`src/rtl/spi_slave_pkg.sv`:
```
// Shared types and defaults for the SPI responder.
// inner_clk must run at least 8x sclk so each sclk half-period spans the synchroniser delay.
package spi_slave_pkg;

  typedef enum logic [1:0] {
    IDLE       = 2'd0,
    SHIFT      = 2'd1,
    WAIT_DESEL = 2'd2
  } state_t;

  localparam int   SPI_DATA_WIDTH = 16;
  localparam logic SPI_CS_ACTIVE  = 1'b0;
  localparam logic SPI_CPOL       = 1'b0;

  function automatic int cnt_width(input int w);
    return (w > 1) ? $clog2(w) : 1;
  endfunction

endpackage

```
`src/rtl/spi_sync_edge.sv`:
```
// N-stage synchroniser with registered rise/fall pulses aligned to the synchronised level.
module spi_sync_edge #(
  parameter int   STAGES  = 2,
  parameter logic RST_VAL = 1'b0
) (
  input  logic inner_clk,
  input  logic reset,
  input  logic din,
  output logic dout,
  output logic rise,
  output logic fall
);

  logic [STAGES-1:0] sync_q;

  // Pulses compare the value about to enter the last stage with the last stage,
  // so they go high in the same cycle dout takes its new value.
  always_ff @(posedge inner_clk or posedge reset) begin
    if (reset) begin
      sync_q <= {STAGES{RST_VAL}};
      rise   <= 1'b0;
      fall   <= 1'b0;
    end else begin
      sync_q <= {sync_q[STAGES-2:0], din};
      rise   <=  sync_q[STAGES-2] & ~sync_q[STAGES-1];
      fall   <= ~sync_q[STAGES-2] &  sync_q[STAGES-1];
    end
  end

  assign dout = sync_q[STAGES-1];

endmodule

```
`src/rtl/spi_slave.sv`:
```
// SPI responder: oversampled LSB-first frame receive with a preloaded response word.
module spi_slave
  import spi_slave_pkg::*;
#(
  parameter int   DATA_WIDTH  = SPI_DATA_WIDTH,
  parameter logic CS_ACTIVE   = SPI_CS_ACTIVE,
  parameter logic CPOL        = SPI_CPOL,
  parameter int   SYNC_STAGES = 2
) (
  input  logic                  inner_clk,
  input  logic                  reset,
  input  logic                  sclk,
  input  logic                  cs,
  input  logic                  mosi,
  output logic                  miso,
  input  logic [DATA_WIDTH-1:0] tx_data,
  input  logic                  tx_load,
  output logic [DATA_WIDTH-1:0] rx_data,
  output logic                  rx_valid,
  input  logic                  rx_ack,
  output logic                  busy,
  output logic                  frame_err,
  output logic                  overrun
);

  localparam int CNT_W = cnt_width(DATA_WIDTH);

  logic sclk_s, sclk_rise, sclk_fall;
  logic cs_s, cs_rise, cs_fall;
  logic [SYNC_STAGES-1:0] mosi_q;
  logic [SYNC_STAGES:0]   flush_pipe;
  logic mosi_s, cs_act, cs_on, sample, primed;

  state_t state, state_d;
  logic start, step, done, abort;
  logic [CNT_W-1:0]      bit_cnt;
  logic [DATA_WIDTH-1:0] rx_shift, rx_next, tx_shift, tx_hold;

  spi_sync_edge #(.STAGES(SYNC_STAGES), .RST_VAL(CPOL)) u_sclk_sync (
    .inner_clk(inner_clk), .reset(reset), .din(sclk),
    .dout(sclk_s), .rise(sclk_rise), .fall(sclk_fall)
  );

  spi_sync_edge #(.STAGES(SYNC_STAGES), .RST_VAL(~CS_ACTIVE)) u_cs_sync (
    .inner_clk(inner_clk), .reset(reset), .din(cs),
    .dout(cs_s), .rise(cs_rise), .fall(cs_fall)
  );

  // mosi runs through the same depth as sclk so a sample edge sees the matching bit.
  // flush_pipe masks the fake cs edge produced while the chains refill after reset.
  always_ff @(posedge inner_clk or posedge reset) begin
    if (reset) begin
      mosi_q     <= '0;
      flush_pipe <= '0;
    end else begin
      mosi_q     <= {mosi_q[SYNC_STAGES-2:0], mosi};
      flush_pipe <= {flush_pipe[SYNC_STAGES-1:0], 1'b1};
    end
  end

  assign mosi_s  = mosi_q[SYNC_STAGES-1];
  assign primed  = flush_pipe[SYNC_STAGES];
  assign cs_act  = (cs_s == CS_ACTIVE);
  assign cs_on   = CS_ACTIVE ? cs_rise : cs_fall;
  assign sample  = CPOL ? sclk_rise : sclk_fall;
  assign rx_next = {mosi_s, rx_shift[DATA_WIDTH-1:1]};

  always_ff @(posedge inner_clk or posedge reset) begin
    if (reset) state <= IDLE;
    else       state <= state_d;
  end

  always_comb begin
    state_d = state;
    start   = 1'b0;
    step    = 1'b0;
    done    = 1'b0;
    abort   = 1'b0;
    unique case (state)
      IDLE: begin
        // Without a clean select edge at idle sclk (e.g. cs held through reset) sit out the frame.
        if (primed && cs_act) begin
          if (cs_on && (sclk_s == CPOL)) begin
            state_d = SHIFT;
            start   = 1'b1;
          end else begin
            state_d = WAIT_DESEL;
          end
        end
      end
      SHIFT: begin
        if (!cs_act) begin
          abort   = 1'b1;
          state_d = IDLE;
        end else if (sample) begin
          step = 1'b1;
          if (bit_cnt == CNT_W'(DATA_WIDTH-1)) begin
            done    = 1'b1;
            state_d = WAIT_DESEL;
          end
        end
      end
      WAIT_DESEL: if (!cs_act) state_d = IDLE;
      default:    state_d = IDLE;
    endcase
  end

  always_ff @(posedge inner_clk or posedge reset) begin
    if (reset) begin
      miso      <= 1'b0;
      rx_data   <= '0;
      rx_valid  <= 1'b0;
      busy      <= 1'b0;
      frame_err <= 1'b0;
      overrun   <= 1'b0;
      tx_hold   <= '0;
      tx_shift  <= '0;
      rx_shift  <= '0;
      bit_cnt   <= '0;
    end else begin
      frame_err <= abort;
      overrun   <= done & rx_valid & ~rx_ack;
      busy      <= (state_d != IDLE);
      if (tx_load) tx_hold <= tx_data;

      if (start) begin
        tx_shift <= tx_hold;
        rx_shift <= '0;
        bit_cnt  <= '0;
        miso     <= tx_hold[0];
      end else if (step) begin
        rx_shift <= rx_next;
        tx_shift <= tx_shift >> 1;
        bit_cnt  <= bit_cnt + CNT_W'(1);
        miso     <= done ? 1'b0 : tx_shift[1];
      end else if (state_d != SHIFT) begin
        miso <= 1'b0;
      end

      if (done) begin
        rx_data  <= rx_next;
        rx_valid <= 1'b1;
      end else if (rx_ack) begin
        rx_valid <= 1'b0;
      end
    end
  end

endmodule

```
`config.mk`:
```
export PLATFORM = sky130hd
export DESIGN_NAME = spi_slave
export DESIGN_NICKNAME = d
export VERILOG_FILES = /design/src/rtl/spi_slave_pkg.sv /design/src/rtl/spi_sync_edge.sv /design/src/rtl/spi_slave.sv
export SDC_FILE = /design/constraint.sdc
export NUM_CORES = 1
export LEC_CHECK = 0
export ABC_AREA = 1
export ABC_CLOCK_PERIOD_IN_PS = 6300
export CAP_MARGIN = 20
export CORE_ASPECT_RATIO = 0.7
export CORE_MARGIN = 2
export CORE_UTILIZATION = 59
export DETAILED_ROUTE_END_ITERATION = 8
export PLACE_DENSITY = 0.94
export SYNTH_ARGS = -nofsm -noshare
export SYNTH_HDL_FRONTEND = slang
export SYNTH_HIERARCHICAL = 1
export SYNTH_SLANG_ARGS = --single-unit
```
`constraint.sdc`:
```
create_clock -name inner_clk -period 6.3 [get_ports inner_clk]
set_input_delay 0.945 -clock inner_clk [delete_from_list [all_inputs] [get_ports inner_clk]]
set_output_delay 0.945 -clock inner_clk [all_outputs]
set_load 0.01 [all_outputs]
```
==> results.json, run 1 <==
{
  "yosysWarnings": 6,
  "post-route-util_pct": 71.03,
  "fillers": 411,
  "final_cells": 444,
  "total_power_mw": 1.092,
  "fin_nets": 389,
  "syn_avg_cell_area_sq_um": 10.46,
  "overflow": 0,
  "drt-total-wl_mm": 5.626,
  "cts_buffers": 9,
  "path_class": "flop to flop",
  "max_cap_violations": 0,
  "met3_usage_pct": 7.478,
  "clkLatencyLatePin_ns": 0.35,
  "chipHeight_um": 67.32,
  "max_freq_mhz": 441.1,
  "placedCellCount": 429,
  "crit_start": "state[1]$_DFF_PP0_",
  "antenna_found_initial": 0,
  "status": "completed",
  "htree_levels": 3,
  "use_met1_pct": 25.55,
  "wl_per_cell_um": 12.67,
  "grt.busiest_layer": "met2",
  "via_per_inst": 5.034,
  "grt_pass1_vias": 2124,
  "cp.required_ns": 6.55,
  "tightest_slew_ns": 0.9354,
  "cts.path.max_buffers": 2,
  "grt_use_met2_pct": 32.68,
  "startpoint_type": "flop",
  "syn_inst": 323,
  "grt_max_degree": 79,
  "syn_area_sq_um": 3379,
  "syn_nets": 347,
  "fin_crit_sh_pct": 35.99,
  "finalSetupViolCount": 0,
  "cellPowerDensity_nw_per_um2": 272.6,
  "relSlewSlack_pct": 37.64,
  "ir_worst_vdd_uv": 198.9,
  "clk_pin_slew_worst_paths_ns": 0.08,
  "dpl-instance-area_sq_um": 3801,
  "setup-tns-final_ns": 0,
  "cts_resized": 0,
  "io_buffers": 43,
  "cts_setup_buffers": 0,
  "grt_pass1_wl_mm": 9.522,
  "drtPass1Iterations": 5,
  "dieArea_sq_um": 6359,
  "fin_area_sq_um": 4006,
  "finalHoldViolCount": 0,
  "postCtsHoldBufs": 0,
  "arrival_ns": 2.52,
  "antenna_cells": 0,
  "r2r_start": "state[1]$_DFF_PP0_",
  "hold_class": "flop to flop",
  "fin_skew_ns": 0.008325,
  "die_x_um": 94.46,
  "initial_core_util_pct": 59.92,
  "core_sq_um": 5640,
  "io_pins": 44,
  "area_delta_synth_final_pct": 18.55,
  "grtUsageTotal_pct": 20.12,
  "cts.sinks": 84,
  "rsz0062_at_grt": "false",
  "layout-drive-gt1-share_pct": 15.99,
  "crit_path_end_kind": "flop",
  "place_congestion": 0.7672,
  "critPathMaxFanout": 38,
  "leakagePower_nw": 1.876,
  "hold_path.startpoint": "flush_pipe[0]$_DFF_PP0_",
  "fin_crit_ns": 2.267,
  "dpl.hpwl_mm": 3.723,
  "cts_tree": "built",
  "fp-row-count": 23,
  "slew_violations": 0,
  "vias": 2235,
  "ant_nets": 0,
  "drt_iter0_drc": 139,
  "cts_root_buf": "clkbuf_8",
  "drc": 0,
  "r2r_slack_ns": 4.03
}
==> worst paths after layout <==
check | to | cells after the start
worst min-delay path | flush_pipe[1]$_DFF_PP0_ | 0
worst max-delay path | bit_cnt[1]$_DFFE_PP0P_ | 8
worst min register to register | flush_pipe[1]$_DFF_PP0_ | 0
min in group asynchronous | u_sclk_sync/fall$_DFF_PP0_ | 2
worst max register to register | bit_cnt[1]$_DFFE_PP0P_ | 8
max in group asynchronous | rx_data[5]$_DFFE_PP0P_ | 3
==> report_power, final <==
group | total, mW | switching (mW) | internal [mW]
Clock | 0.399 | 0.179 | 0.220
Sequential | 0.610 | 0.0258 | 0.584
Combinational | 0.0828 | 0.0402 | 0.0426
==> stage by stage <==
| step | setup WS [ns] | hold slack [ns] |
|---|---|---|
| floorplan | 3.360 | 0.3312 |
| global placement | 3.922 | 0.3324 |
| detailed placement | 3.860 | 0.3347 |
| CTS | 4.054 | 0.3521 |
| global route | 3.826 | 0.3653 |
| finish | 4.033 | 0.3506 |
==> critical path: stages, from the launching register on <==
cell and delay [ns]:
dfrtp_1 0.43, inv_1 0.10, nand2_2 0.09, nor2_4 0.67
inv_2 0.30, nand2_2 0.36, inv_1 0.10, nand2_1 0.08
nand2_1 0.05
==> placed cells by master, fill, tap and decap left out, types with 2 or more instances in the layout <==
cell,n
nor2_1,9
nand2_2,3
inv_1,34
nand4_1,3
dfrtp_1,82
o21ai_1,10
mux2_2,16
inv_2,2
dfstp_2,2
nand2_1,81
nand3_1,37
bufinv_16,2
nor2_2,2
clkdlybuf4s50_1,43
o21ai_2,15
o21ai_0,7
clkinv_2,2
clkbuf_8,9
==> area by class of cell <==
class	count	area, sq um	area share (%)
sequential	84	2105	52.53
multi-input combinational	189	1023	25.55
timing repair buffer	44	437.9	10.93
inverter	37	141.4	3.529
clock buffer	10	127.6	3.186
tap	75	93.84	2.342
clock inverter	5	77.57	1.936
==> flip-flops by register name, indices dropped and copies added, names as in the netlist, 2 cells and up <==
name                count
u_sclk_sync/sync_q      2
u_cs_sync/sync_q        2
rx_data                16
bit_cnt                 4
mosi_q                  2
flush_pipe              3
state                   2
tx_shift               15
rx_shift               15
tx_hold                16
==> layer usage <==
metal  up-vias  routed length [um]
met4         0                  51
met3         5                 254
li1       1112                   -
met5         -                   0
met1      1064                2597
met2        54                2722
Note: power is estimated with default switching activity, not from simulation.
==> inputs of run 2 (changes only) <==
ABC_CLOCK_PERIOD_IN_PS = 2200   (was 6300)
CORE_UTILIZATION = 55   (was 59)
PLACE_DENSITY = 0.89   (was 0.94)
clock period = 2.2 ns   (was 6.3 ns; I/O delays follow)
==> results.json, run 2 (synthesized netlist as in run 1, its figures left out) <==
{
  "layout-drive-gt1-share_pct": 17.38,
  "placedCellCount": 433,
  "grt_max_degree": 79,
  "ant_nets": 0,
  "crit_chain": "clkdlybuf4s50_1",
  "antenna_found_initial": 0,
  "critical-path-top-delay-family": "buffers and inverters",
  "clkLatencyLatePin_ns": 0.36,
  "drc": 0,
  "cellPowerDensity_nw_per_um2": 793.6,
  "status": "completed",
  "rsz0062_at_grt": "false",
  "multi_input_area_sq_um": 1023,
  "die_x_um": 97.69,
  "cts.sinks": 84,
  "io_buffers": 43,
  "cp.required_ns": 1.87,
  "antenna_cells": 0,
  "grt_use_met2_pct": 28.97,
  "final_cells": 449,
  "core_sq_um": 5842,
  "max_freq_mhz": 614.2,
  "chipHeight_um": 69.59,
  "cts_setup_buffers": 0,
  "swShare_pct": 22.77,
  "cts_root_buf": "clkbuf_8",
  "path_class": "flop to output pin",
  "leakagePower_nw": 1.906,
  "grtUsageTotal_pct": 19.63,
  "drt-total-wl_mm": 5.984,
  "top_regs": "rx_data (16), tx_hold (16)",
  "crit_path_end_kind": "output pin",
  "finalSetupViolCount": 0,
  "arrival_ns": 1.30,
  "vias": 2281,
  "hold_class": "input pin to async pin",
  "ir_worst_vdd_uv": 484.8,
  "critPathMaxFanout": 2,
  "max_cap_violations": 0,
  "cts_tree": "built",
  "grt.busiest_layer": "met2",
  "critPathSlowestCell": "clkdlybuf4s50_1",
  "fin_crit_sh_pct": 74.01,
  "critPathBufInv": 1,
  "startpoint_type": "flop",
  "met3_usage_pct": 8.468,
  "switching_power_mw": 0.7378,
  "cts.path.max_buffers": 2,
  "seqPwrFrac_pct": 53.9,
  "slowest_delay_ns": 0.55,
  "grt_pass1_wl_mm": 10.36,
  "use_met1_pct": 26.61,
  "htree_levels": 3,
  "clk_pin_slew_worst_paths_ns": 0.08,
  "slew_violations": 0,
  "via_per_inst": 5.080,
  "fp-row-count": 23,
  "setup-tns-final_ns": 0,
  "cts_buffers": 9,
  "finalHoldViolCount": 0,
  "internal_power_mw": 2.502,
  "area_delta_synth_final_pct": 20.81,
  "io_pins": 44,
  "regArea_sq_um": 2105,
  "dpl.hpwl_mm": 3.916,
  "drt_iter0_drc": 221,
  "pwr-share-comb_pct": 7.5,
  "fin_nets": 393,
  "overflow": 0,
  "power.share.clock_pct": 38.6,
  "wl_per_cell_um": 13.33,
  "fin_crit_ns": 1.628,
  "postCtsHoldBufs": 0,
  "cts_resized": 0,
  "fin_skew_ns": 0.008951,
  "layout_commonest_cell": "dfrtp_1",
  "layout_common_cells": "82 x dfrtp_1, 81 x nand2_1, 43 x clkdlybuf4s50_1, 37 x nand3_1, 34 x inv_1",
  "dieArea_sq_um": 6798,
  "place_congestion": 0.8596,
  "grt_pass1_vias": 2203,
  "drtPass1Iterations": 4,
  "initial_core_util_pct": 57.85,
  "fillers": 426
}
-- run 2: cell types whose count changed in the layout (fill, tap and decap cells not counted), sizes merged --
| cell | before | now |
|---|---|---|
| clkbuf | 10 | 11 |
| clkinvlp | 1 | 3 |
| inv | 37 | 36 |
| clkinv | 2 | 1 |
| buf | 1 | 5 |
-- run 2: per-layer routing --
layer | part of all wire [%] | up-vias
met2 | 46 | 50
met3 | 5.4 | 7
met5 | 0 | -
met1 | 47 | 1108
li1 | - | 1116
met4 | 1.2 | 0
-- run 2: area by class of cell --
cell class	count	share of cell area [%]
clock buffers	11	3.708
clock inverters	5	2.053
multi-input cells	189	25.07
inverters	37	3.555
well taps	75	2.298
repair buffers	48	11.77
flip-flops and latches	84	51.55
-- run 2: path summary, 6_finish.rpt --
| check | startpoint | end | slack, ns | cells past startpoint |
|---|---|---|---|---|
| worst max-delay path | rx_data[15]$_DFFE_PP0P_ | rx_data[15] | 0.57 | 1 |
| worst min-delay path | reset | u_sclk_sync/fall$_DFF_PP0_ | 0.24 | 2 |
| worst max register to register | u_cs_sync/sync_q[1]$_DFF_PP1_ | bit_cnt[1]$_DFFE_PP0P_ | 0.62 | 8 |
| worst min register to register | flush_pipe[0]$_DFF_PP0_ | flush_pipe[1]$_DFF_PP0_ | 0.35 | 0 |
| max in group asynchronous | reset | rx_shift[6]$_DFFE_PP0P_ | 1.39 | 3 |
| min in group inner_clk | flush_pipe[0]$_DFF_PP0_ | flush_pipe[1]$_DFF_PP0_ | 0.35 | 0 |
-- run 2: power by group through the flow --
| stage | clock, mW | combinational (mW) | sequential (mW) |
|---|---|---|---|
| after floorplan | 0 | 0.163 | 1.76 |
| after global placement | 0 | 0.234 | 1.77 |
| after detailed placement | 0 | 0.247 | 1.77 |
| after CTS | 1.28 | 0.248 | 1.75 |
| after global routing | 1.34 | 0.277 | 1.76 |
| final | 1.25 | 0.242 | 1.75 |
-- run 2: per-stage QoR --
stage | cell area (sq um) | power [mW] | worst slack, ns | utilization (%) | hold WS [ns]
after global routing | 4083 | 3.375 | 0.5007 | 69.89 | 0.2552
final | 4083 | 3.240 | 0.5718 | 69.89 | 0.2416
after detailed placement | 3847 | 2.021 | 0.6380 | 65.86 | 0.3381
after floorplan | 3383 | 1.920 | 0.9331 | - | 0.08219
after global placement | 3847 | 2.003 | 0.6983 | 65.86 | 0.3316
after CTS | 4083 | 3.268 | 0.5524 | 69.89 | 0.2257
==> inputs of run 3 (changes only) <==
ABC_CLOCK_PERIOD_IN_PS = 1500   (was 2200)
clock period = 1.5 ns   (was 2.2 ns; I/O delays follow)
==> results.json, run 3 (synthesized netlist as in run 1, its figures left out) <==
{
  "multi_input_area_sq_um": 1037,
  "fin_crit_ns": 1.452,
  "crit_path_end_kind": "output pin",
  "layout_common_cells": "82 x dfrtp_1, 81 x nand2_1, 37 x nand3_1, 34 x inv_1, 26 x clkdlybuf4s50_1",
  "top_regs": "rx_data (16), tx_hold (16)",
  "slowest_delay_ns": 0.53,
  "cts_buffers": 9,
  "slew_violations": 0,
  "grtUsageTotal_pct": 20.75,
  "timing.rr.end": "tx_shift[5]$_DFFE_PP0P_",
  "io_buffers": 43,
  "fp-row-count": 23,
  "whs_ns": 0.1449,
  "via_per_inst": 5.223,
  "cellPowerDensity_nw_per_um2": 1099,
  "antenna_cells": 0,
  "status": "completed",
  "grt_pass1_wl_mm": 11.12,
  "layout-drive-gt1-share_pct": 18.25,
  "crit_chain": "clkdlybuf4s50_1",
  "initial_core_util_pct": 57.85,
  "area_delta_synth_final_pct": 22.88,
  "fin_nets": 397,
  "critPathBufInv": 1,
  "regArea_sq_um": 2105,
  "crit_start": "rx_data[7]$_DFFE_PP0P_",
  "cts.path.max_buffers": 2,
  "cp.required_ns": 1.27,
  "clk_pin_slew_worst_paths_ns": 0.09,
  "cts_tree": "built",
  "pre_cts_slack_ns": 0.03881,
  "wl_per_cell_um": 14.45,
  "r2r_slack_ns": 0.09,
  "drc": 0,
  "rsz0062_at_grt": "false",
  "fin_skew_ns": 0.009668,
  "critical-path-top-delay-family": "buffers and inverters",
  "antenna_found_initial": 0,
  "path_class": "flop to output pin",
  "dpl.hpwl_mm": 4.439,
  "cts.sinks": 84,
  "fillers": 413,
  "critPathCapture": "rx_data[7]",
  "drtPass1Iterations": 4,
  "cts_root_buf": "clkbuf_8",
  "layout_commonest_cell": "dfrtp_1",
  "critPathMaxFanout": 2,
  "max_cap_violations": 0,
  "finalHoldViolCount": 0,
  "overflow": 0,
  "core_sq_um": 5842,
  "ir_worst_vdd_uv": 915.7,
  "die_x_um": 97.69,
  "reg2reg_depth": 5,
  "fin_crit_sh_pct": 96.83,
  "grt_max_degree": 33,
  "place_congestion": 0.8608,
  "r2r_start": "state[1]$_DFF_PP0_",
  "io_pins": 44,
  "max_freq_mhz": 688.5,
  "hold_class": "input pin to async pin",
  "critPathSlowestCell": "clkdlybuf4s50_1",
  "arrival_ns": 1.23,
  "drt-total-wl_mm": 6.545,
  "cp_num_cells": 1,
  "dieArea_sq_um": 6798,
  "setup_ws_ns": 0.04753,
  "clkLatencyLatePin_ns": 0.36,
  "finalSetupViolCount": 0,
  "setup-tns-final_ns": 0,
  "grt_pass1_vias": 2348,
  "placedCellCount": 437,
  "leakagePower_nw": 2.135,
  "vias": 2366,
  "final_cells": 453,
  "drt_iter0_drc": 167,
  "cts_setup_buffers": 0,
  "htree_levels": 3,
  "ant_nets": 0,
  "chipHeight_um": 69.59,
  "startpoint_type": "flop"
}
run 3: through the flow:
stage               area (sq um)  util, %  total power, mW
global placement            3928    67.23            2.955
floorplan                   3383        -            2.816
global route                4153    71.09            4.775
detailed placement          3928    67.23            2.986
finish                      4153    71.09            4.565
CTS                         4121    70.55            4.602
run 3: area by class of cell:
class	count	share of cell area, %
inverters	37	3.495
flip-flops and latches	84	50.68
clock inverters	7	1.808
multi-input cells	189	24.98
well taps	75	2.260
clock buffers	9	2.983
repair buffers	52	13.80
run 3: worst min-delay path by stage:
stage                                 start                              end  slack [ns]
floorplan                             reset         u_cs_sync/fall$_DFF_PP0_       -0.02
global placement    flush_pipe[1]$_DFF_PP0_          flush_pipe[2]$_DFF_PP0_        0.34
detailed placement  flush_pipe[0]$_DFF_PP0_          flush_pipe[1]$_DFF_PP0_        0.34
CTS                                   reset  u_sclk_sync/sync_q[0]$_DFF_PP0_        0.14
global route                          reset         u_cs_sync/fall$_DFF_PP0_        0.15
finish                                reset  u_sclk_sync/sync_q[0]$_DFF_PP0_        0.14
run 3: where the power goes:
group | total [mW] | leakage [nW] | internal (mW) | switching [mW]
registers | 2.57 | 1.09 | 2.45 | 0.111
clock network | 1.62 | 0.0923 | 0.777 | 0.845
logic | 0.378 | 0.951 | 0.200 | 0.179
total | 4.57 | 2.13 | 3.43 | 1.13
run 3: what timing repair did:
action	in CTS	in global routing
endpoints found under the setup margin	9	10
hold endpoints to repair	0	0
resized for setup	9	10
hold buffers	0	0
run 3: layer usage:
metal,global-route usage [%],share of wire [%]
met4,6.944,1.5
met2,33.03,49
met1,27.54,44
met5,0,0
met3,6.351,6.0
==> edit: new RTL, settings of run 1 <==
Re-encode `state_t` (3 states) as one-hot, 3 bits wide.
--- a/src/rtl/spi_slave_pkg.sv
+++ b/src/rtl/spi_slave_pkg.sv
@@ -3,8 +3,8 @@
 package spi_slave_pkg;
 
-  typedef enum logic [1:0] {
-    IDLE       = 2'd0,
-    SHIFT      = 2'd1,
-    WAIT_DESEL = 2'd2
+  typedef enum logic [2:0] {
+    IDLE       = 3'b001,
+    SHIFT      = 3'b010,
+    WAIT_DESEL = 3'b100
   } state_t;
 
Function: same outputs for any inputs over 10 cycles, from zero or initial values and one cycle with reset high; not proved beyond that.
==> edit against run 1 <==
Sequential cell count grew 1; total power down 0.42%; core utilization up 0.58 points; cell area grew 1.8%; worst setup slack improved by 33 ps; routed wire length grew 13%; synthesized area grew 2.9%; clock skew shrank 1.6 ps; critical path type is now flop to output pin.
==> edit: results (changes against run 1) <==
- Result of the run: completed (unchanged).
- The number of buffers added on ports is 43 (unchanged).
- The initial antenna violation count is 0 (unchanged).
- The wire length per cell is 14.6 um (was 12.7 um).
- The worst max-slew margin expressed relative to the limit is 35.5% (was 37.6%).
- The synthesized instance count is 315 (was 323).
- Clock latency on the worst-skew pair, taken at its later pin, is 360 ps.
- The total negative slack for setup checks is 0 ps (unchanged).
- The number of buffers on the longest clock path is 2 (unchanged).
- The first-pass iteration count of the detailed router is 4 (was 5).
- The placer's final routability congestion estimate is 0.819 (was 0.767).
- The maximum number of pins on one net before global-route repair is 80 (was 79).
- The post-CTS resize count came to 0 (unchanged).
- The number of cells after detailed placement came to 419 (was 429).
- The final hold violation count is 0 (unchanged).
- The maximum clock skew at final layout is 6.72 ps (was 8.32 ps).
- The largest vdd supply drop is 0.182 mV (was 0.199 mV).
- The via count of the first global-routing pass is 2234 (was 2124).
- The total number of yosys warnings was 6 (unchanged).
- The fraction of layout instances using a drive strength above 1 is 17.8% (was 16.0%).
- The first-pass GRT wire length came to 10400 um (was 9520 um).
- The leakage dissipation came to 0.00186 uW (was 0.00188 uW).
- The cell family contributing the most delay on the critical path was buffers and inverters (was simple AND/OR/NAND/NOR gates).
- Largest registers: rx_data: 16 flops, tx_hold: 16 flops (unchanged).
- The net count of the mapped netlist is 339 (was 347).
- The post-CTS setup repair buffer count is 0 (unchanged).
- The post-detailed-placement half-perimeter wirelength is 4010 um (was 3720 um).
- The detailed-route via count is 2360 (was 2235).
- The largest fanout of any net on the critical path is 2 (was 38).
- The total clock buffers created by CTS was 9 (unchanged).
- The count of antenna diodes in the layout came to 0 (unchanged).
- The net count reported at finish is 379 (was 389).
- The via count normalized by instance count is 5.43 (was 5.03).
- The combined global-route utilization of all metal layers is 21.6% (was 20.1%).
- The post-CTS clock slew at the launch and capture registers of the worst setup and hold paths is 80 ps (about the same).
- The number of levels the H-tree was split into is 3 (unchanged).
- The delay of the slowest critical-path stage came to 550 ps (was 670 ps).
- The standard cell with the maximum stage delay on the critical path is sky130_fd_sc_hd__clkdlybuf4s50_1 (was sky130_fd_sc_hd__nor2_4).
- The type of the most critical hold path was flop to flop (unchanged).
- The violation count after the first detailed-routing iteration is 242 (was 139).
- The root cell of the clock tree is sky130_fd_sc_hd__clkbuf_8 (unchanged).
==> edit: cell type report <==
type,count,area (sq um)
clock buffers,11,141
clock inverters,5,60.1
fillers,386,1620
inverters,36,136
multi-input cells,179,1080
flip-flops and latches,85,2130
well taps,75,93.8
repair buffers,44,438
==> edit: per-layer routing <==
layer	up-vias	share of wire (%)	track usage [%]	wire, um
li1	1114	-	-	-
met1	1172	44	28.9	2770
met2	62	49	34.5	3120
met3	12	4.8	6.28	304
met4	0	2.1	6.96	134
met5	-	0	0	0
==> edit: final timing paths <==
path	startpoint	end	slack (ps)	depth (start not counted)
min in group asynchronous	reset	u_sclk_sync/sync_q[0]$_DFF_PP0_	830	2
worst max-delay path	miso$_DFFE_PP0P_	miso	4070	1
worst min-delay path	mosi_q[0]$_DFF_PP0_	mosi_q[1]$_DFF_PP0_	360	0
max in group asynchronous	reset	rx_data[12]$_DFFE_PP0P_	4410	3
worst min register to register	mosi_q[0]$_DFF_PP0_	mosi_q[1]$_DFF_PP0_	360	0
worst max register to register	state[0]$_DFF_PP1_	rx_shift[13]$_DFFE_PP0P_	4300	5
==> edit: report_power, final <==
part	internal [uW]	switching [uW]	total, uW
clock	195	189	384
sequential	589	26.5	616
combinational	42.8	45.0	87.8
==> edit: through the flow <==
stage               setup WS [ps]  power, uW  area [sq um]  hold WS [ps]  util (%)
global route                 4040       1130          4080           362      71.6
detailed placement           3890        713          3880           341      68.1
finish                       4070       1090          4080           357      71.6
global placement             3920        706          3880           332      68.1
floorplan                    3330        680          3480           331         -
CTS                          4070       1090          4080           356      71.6
